--- config.mk ---
export PLATFORM = sky130hd
export DESIGN_NAME = alu_div_ctrl
export DESIGN_NICKNAME = d
export VERILOG_FILES = /design/src/rtl/alu_div_pkg.sv /design/src/rtl/alu_div_ctrl.sv
export SDC_FILE = /design/constraint.sdc
export NUM_CORES = 1
export LEC_CHECK = 0
export ABC_CLOCK_PERIOD_IN_PS = 2300
export CORE_ASPECT_RATIO = 0.7
export CORE_MARGIN = 2
export CORE_UTILIZATION = 39
export CTS_CLUSTER_SIZE = 28
export DETAILED_ROUTE_END_ITERATION = 10
export PLACE_DENSITY_LB_ADDON = 0.2
export SYNTH_ARGS = -nofsm -noshare
export SYNTH_HDL_FRONTEND = slang
export SYNTH_SLANG_ARGS = --single-unit
--- constraint.sdc ---
create_clock -name clk -period 2.3 [get_ports clk]
set_input_delay 0.46 -clock clk [delete_from_list [all_inputs] [get_ports clk]]
set_output_delay 0.46 -clock clk [all_outputs]
set_load 0.005 [all_outputs]
--- src/rtl/alu_div_pkg.sv ---
// Shared types and constants for the divide sequencing stage in front of the 6x3 array divider.
package alu_div_pkg;

    localparam int unsigned DVD_W_DEF = 6;
    localparam int unsigned DVS_W_DEF = 3;
    localparam int unsigned CNT_W     = 4;

    // Quotient reported for a divide-by-zero request.
    localparam logic [DVD_W_DEF-1:0] DIV0_Q = '1;

    typedef enum logic [1:0] {
        ST_IDLE   = 2'd0,
        ST_SETTLE = 2'd1,
        ST_RESP   = 2'd2
    } state_e;

endpackage

--- src/rtl/alu_div_ctrl.sv ---
// Sequences requests through the external combinational divider as a multicycle path.
// Optional macro ALU_DIV_BACK2BACK_EN lets a new request be accepted in the response handshake cycle.
module alu_div_ctrl
    import alu_div_pkg::*;
#(
    parameter int unsigned DVD_W  = DVD_W_DEF,
    parameter int unsigned DVS_W  = DVS_W_DEF,
    parameter int unsigned SETTLE = 2
) (
    input  logic             clk,
    input  logic             rst,
    input  logic             req_valid,
    output logic             req_ready,
    input  logic [DVD_W-1:0] req_dividend,
    input  logic [DVS_W-1:0] req_divisor,
    output logic [DVD_W-1:0] dv_dividend,
    output logic [DVS_W-1:0] dv_divisor,
    input  logic [DVD_W-1:0] dv_q,
    input  logic [DVS_W-1:0] dv_r,
    output logic             rsp_valid,
    input  logic             rsp_ready,
    output logic [DVD_W-1:0] rsp_q,
    output logic [DVS_W-1:0] rsp_r,
    output logic             rsp_err,
    output logic             busy
);

    state_e             state_q, state_d;
    logic [CNT_W-1:0]   cnt_q, cnt_d;
    logic [DVD_W-1:0]   dv_dividend_q, dv_dividend_d;
    logic [DVS_W-1:0]   dv_divisor_q, dv_divisor_d;
    logic               rsp_valid_q, rsp_valid_d;
    logic [DVD_W-1:0]   rsp_quot_q, rsp_quot_d;
    logic [DVS_W-1:0]   rsp_rem_q, rsp_rem_d;
    logic               rsp_err_q, rsp_err_d;
    logic               req_ready_c;
    logic               req_acc_c;
    logic               rsp_hs_c;

    // Request acceptance window.
    always_comb begin
        req_ready_c = (state_q == ST_IDLE);
`ifdef ALU_DIV_BACK2BACK_EN
        if (state_q == ST_RESP) begin
            req_ready_c = rsp_ready;
        end
`endif
        req_acc_c = req_valid && req_ready_c;
        rsp_hs_c  = (state_q == ST_RESP) && rsp_ready;
    end

    // Next-state and datapath update.
    always_comb begin
        state_d       = state_q;
        cnt_d         = cnt_q;
        dv_dividend_d = dv_dividend_q;
        dv_divisor_d  = dv_divisor_q;
        rsp_valid_d   = rsp_valid_q;
        rsp_quot_d    = rsp_quot_q;
        rsp_rem_d     = rsp_rem_q;
        rsp_err_d     = rsp_err_q;

        case (state_q)
            ST_IDLE: ;
            ST_SETTLE: begin
                if (cnt_q != '0) begin
                    cnt_d = cnt_q - CNT_W'(1);
                end else begin
                    rsp_quot_d  = dv_q;
                    rsp_rem_d   = dv_r;
                    rsp_err_d   = 1'b0;
                    rsp_valid_d = 1'b1;
                    state_d     = ST_RESP;
                end
            end
            ST_RESP: begin
                if (rsp_hs_c) begin
                    rsp_valid_d = 1'b0;
                    state_d     = ST_IDLE;
                end
            end
            default: state_d = ST_IDLE;
        endcase

        // Acceptance overrides the RESP retirement when both happen on one edge.
        if (req_acc_c) begin
            dv_dividend_d = req_dividend;
            dv_divisor_d  = req_divisor;
            if (req_divisor == '0) begin
                rsp_quot_d  = DVD_W'(DIV0_Q);
                rsp_rem_d   = '0;
                rsp_err_d   = 1'b1;
                rsp_valid_d = 1'b1;
                state_d     = ST_RESP;
            end else begin
                cnt_d       = CNT_W'(SETTLE - 1);
                rsp_valid_d = 1'b0;
                state_d     = ST_SETTLE;
            end
        end
    end

    always_ff @(posedge clk) begin
        if (rst) begin
            state_q       <= ST_IDLE;
            cnt_q         <= '0;
            dv_dividend_q <= '0;
            dv_divisor_q  <= '0;
            rsp_valid_q   <= 1'b0;
            rsp_quot_q    <= '0;
            rsp_rem_q     <= '0;
            rsp_err_q     <= 1'b0;
        end else begin
            state_q       <= state_d;
            cnt_q         <= cnt_d;
            dv_dividend_q <= dv_dividend_d;
            dv_divisor_q  <= dv_divisor_d;
            rsp_valid_q   <= rsp_valid_d;
            rsp_quot_q    <= rsp_quot_d;
            rsp_rem_q     <= rsp_rem_d;
            rsp_err_q     <= rsp_err_d;
        end
    end

    assign req_ready   = req_ready_c;
    assign dv_dividend = dv_dividend_q;
    assign dv_divisor  = dv_divisor_q;
    assign rsp_valid   = rsp_valid_q;
    assign rsp_q       = rsp_quot_q;
    assign rsp_r       = rsp_rem_q;
    assign rsp_err     = rsp_err_q;
    assign busy        = (state_q != ST_IDLE);

endmodule

==> impl_metrics.json <==
{
  "holdWs_ps": 486,
  "synth_ff_type": "dfxtp_1",
  "h-tree-depth": 1,
  "finalSetupViolations": 0,
  "grt_pass1_wl_um": 4520,
  "synthDistinctLibCells": 31,
  "dp.cells": 196,
  "hold_viol": 0,
  "start_util_pct": 41.2,
  "layout-drive-gt1-share_pct": 8.54,
  "cp-end-kind": "output port",
  "slew_headroom_pct": 59.2,
  "ant_nets": 0,
  "slew_viol_final": 0,
  "cp.arrival_ps": 1480,
  "dieArea_um2": 3420,
  "yosysTopAreaCellShare_pct": 45.1,
  "nets": 188,
  "maxCapViolations": 0,
  "cpMaxStageDelayCell": "dfxtp_1",
  "drtPass1Iterations": 4,
  "synthTopCellsByCount": "dfxtp_1, nor2_1, o21ai_0",
  "critPathLaunchType": "flip-flop",
  "ys_seq_elements": 26,
  "gr-total-overflow": 0,
  "synth_nets": 147,
  "drc": 0,
  "synth.avg_cell_area_um2": 9.31,
  "synth_compound_area_share_pct": 17.0,
  "async_flop_share_pct": 0,
  "fin_cells": 200,
  "syn_to_final_growth_pct": 44.1,
  "portBuffers": 43,
  "crit_family": "flip-flops",
  "ios": 44,
  "clock_path_buffers": 2,
  "design_area_um2": 1660,
  "cts_resized": 0,
  "chipWidth_um": 69.0,
  "core-area_um2": 2800,
  "ir_worst_vdd_mv": 0.387,
  "path_depth": 3,
  "yosys.area_share.simple_pct": 20.2,
  "syn-instance-count": 124,
  "synth_warnings": 0,
  "rsz0062_at_grt": "no",
  "required_ps": 1840,
  "wire_per_inst_um": 13.0,
  "fin_crit_sh_pct": 84.5,
  "fmax_mhz": 514,
  "viasPerCell": 5.13,
  "place.gp.congestion": 0.728,
  "power.total_mw": 1.12,
  "crit_fanout": 9,
  "num_vias": 1026,
  "rows": 16,
  "worstSetupPathType": "reg -> out",
  "fillCellCount": 250,
  "cp_num_buf_inv": 2,
  "dpl-instance-area_um2": 1590,
  "synth_edf_count": 0,
  "first_global_vias": 961,
  "outcome": "finished, final reports clean",
  "hp-class": "reg -> reg",
  "reg2reg_depth": 5,
  "clkTransAtPathRegs_ps": 100,
  "cts_tree": "done",
  "synthAdderAreaFrac_pct": 1.08,
  "diodes": 0,
  "cts_setup_buffers": 0,
  "syn_area_um2": 1150,
  "synth_top_family_by_area": "simple AND/OR/NAND/NOR gates",
  "synth_top_area_cell": "dfxtp_1",
  "cts.sink_count": 26,
  "track_usage_pct": 16.3,
  "max_stage_delay_ps": 560,
  "min_period_ps": 1940,
  "synthXorXnorAreaFrac_pct": 0,
  "cellPowerDensity_nw_per_um2": 672,
  "clkLatencyLatePin_ps": 280,
  "die_h_um": 49.5,
  "drt-total-wl_um": 2590,
  "finalClockSkew_ps": 12.3,
  "antenna_found_initial": 0,
  "root_buffer": "clkbuf_8",
  "worstMarginPinSlew_ps": 611,
  "synth_area_leaders": "dfxtp_1, mux2i_1, nand3b_1",
  "timing.setup.tns_ps": 0,
  "yosysSeqAreaShare_pct": 45.1,
  "cellLeakagePower_nw": 0.609,
  "hold_depth": 2,
  "first_iter_violations": 51,
  "postCtsHoldBufs": 0,
  "crit_chain": "nor2_1, inv_1, clkdlybuf4s50_1",
  "yosysMostFrequentCell": "dfxtp_1",
  "cts_buffers": 3,
  "synth.area.mux_share_pct": 9.75,
  "dpl.hpwl_um": 1860,
  "grt_max_degree": 25
}
==> path summary, 6_finish.rpt <==
kind                            slack (ps)               startpoint                  end
worst max-delay path                   360  state_q[0]$_SDFFE_PP0P_                 busy
worst min-delay path                   490      rsp_r[0]$_SDFF_PP0_  rsp_r[0]$_SDFF_PP0_
worst max register to register         740      cnt_q[0]$_SDFF_PP0_  rsp_q[5]$_SDFF_PP0_
worst min register to register         490      rsp_r[0]$_SDFF_PP0_  rsp_r[0]$_SDFF_PP0_
==> area by class of cell <==
| type | instances | area (um^2) | area share [%] |
|---|---|---|---|
| flip-flops and latches | 26 | 520 | 31.3 |
| clock inverters | 1 | 30.0 | 1.80 |
| inverters | 6 | 22.5 | 1.35 |
| repair buffers | 45 | 445 | 26.8 |
| multi-input cells | 83 | 559 | 33.6 |
| well taps | 36 | 45.0 | 2.71 |
| clock buffers | 3 | 41.3 | 2.48 |
==> per-stage QoR <==
stage          setup slack (ps)  util, %
2_1_floorplan              1030        -
3_3_place_gp                476     56.8
3_5_place_dp                414     56.8
4_1_cts                     354     59.4
5_1_grt                     265     59.4
6_report                    355     59.4
==> kinds of logic (layout without fill, tap and decap cells) <==
family	after synthesis	count (layout)
flops	26	26
simple gates	36	36
mux	11	11
compound gates	35	35
buf+inv	15	55
fa+ha+maj	1	1
==> cell usage in the layout (no fill, tap or decap), types with 3 or more instances in the layout <==
| master | netlist | routed |
|---|---|---|
| inv_1 | 6 | 6 |
| nand3b_1 | 9 | 9 |
| a21oi_1 | 9 | 9 |
| or3_1 | 4 | 4 |
| mux2i_1 | 9 | 9 |
| o21ai_0 | 11 | 11 |
| a31oi_1 | 7 | 7 |
| clkdlybuf4s50_1 | 0 | 43 |
| nand2_1 | 3 | 3 |
| clkbuf_8 | 0 | 3 |
| dfxtp_1 | 26 | 26 |
| nor2_1 | 11 | 11 |
| o21ai_1 | 4 | 4 |
==> sequential cells by signal (all words and copies together), names as in the netlist <==
| name | cells |
|---|---|
| cnt_q | 4 |
| rsp_valid | 1 |
| rsp_q | 6 |
| rsp_err | 1 |
| rsp_r | 3 |
| state_q | 2 |
| dv_divisor | 3 |
| dv_dividend | 6 |
==> worst min-delay path: stages (launching register included) <==
cell and delay, ps:
dfxtp_1 320, o21ai_0 70, a21oi_1 60
==> routing by layer <==
metal	share of wire, %	track usage [%]	up-vias
met4	1.4	5.23	0
met2	42	25.2	30
met5	0	0	-
met3	6.9	5.32	5
met1	50	21.7	466
li1	-	-	525
==> power breakdown <==
| part | switching [mW] | internal, mW |
|---|---|---|
| Combinational | 0.0907 | 0.141 |
| Sequential | 0.0255 | 0.483 |
| Clock | 0.144 | 0.233 |
Power figures use the tool's default switching activity.
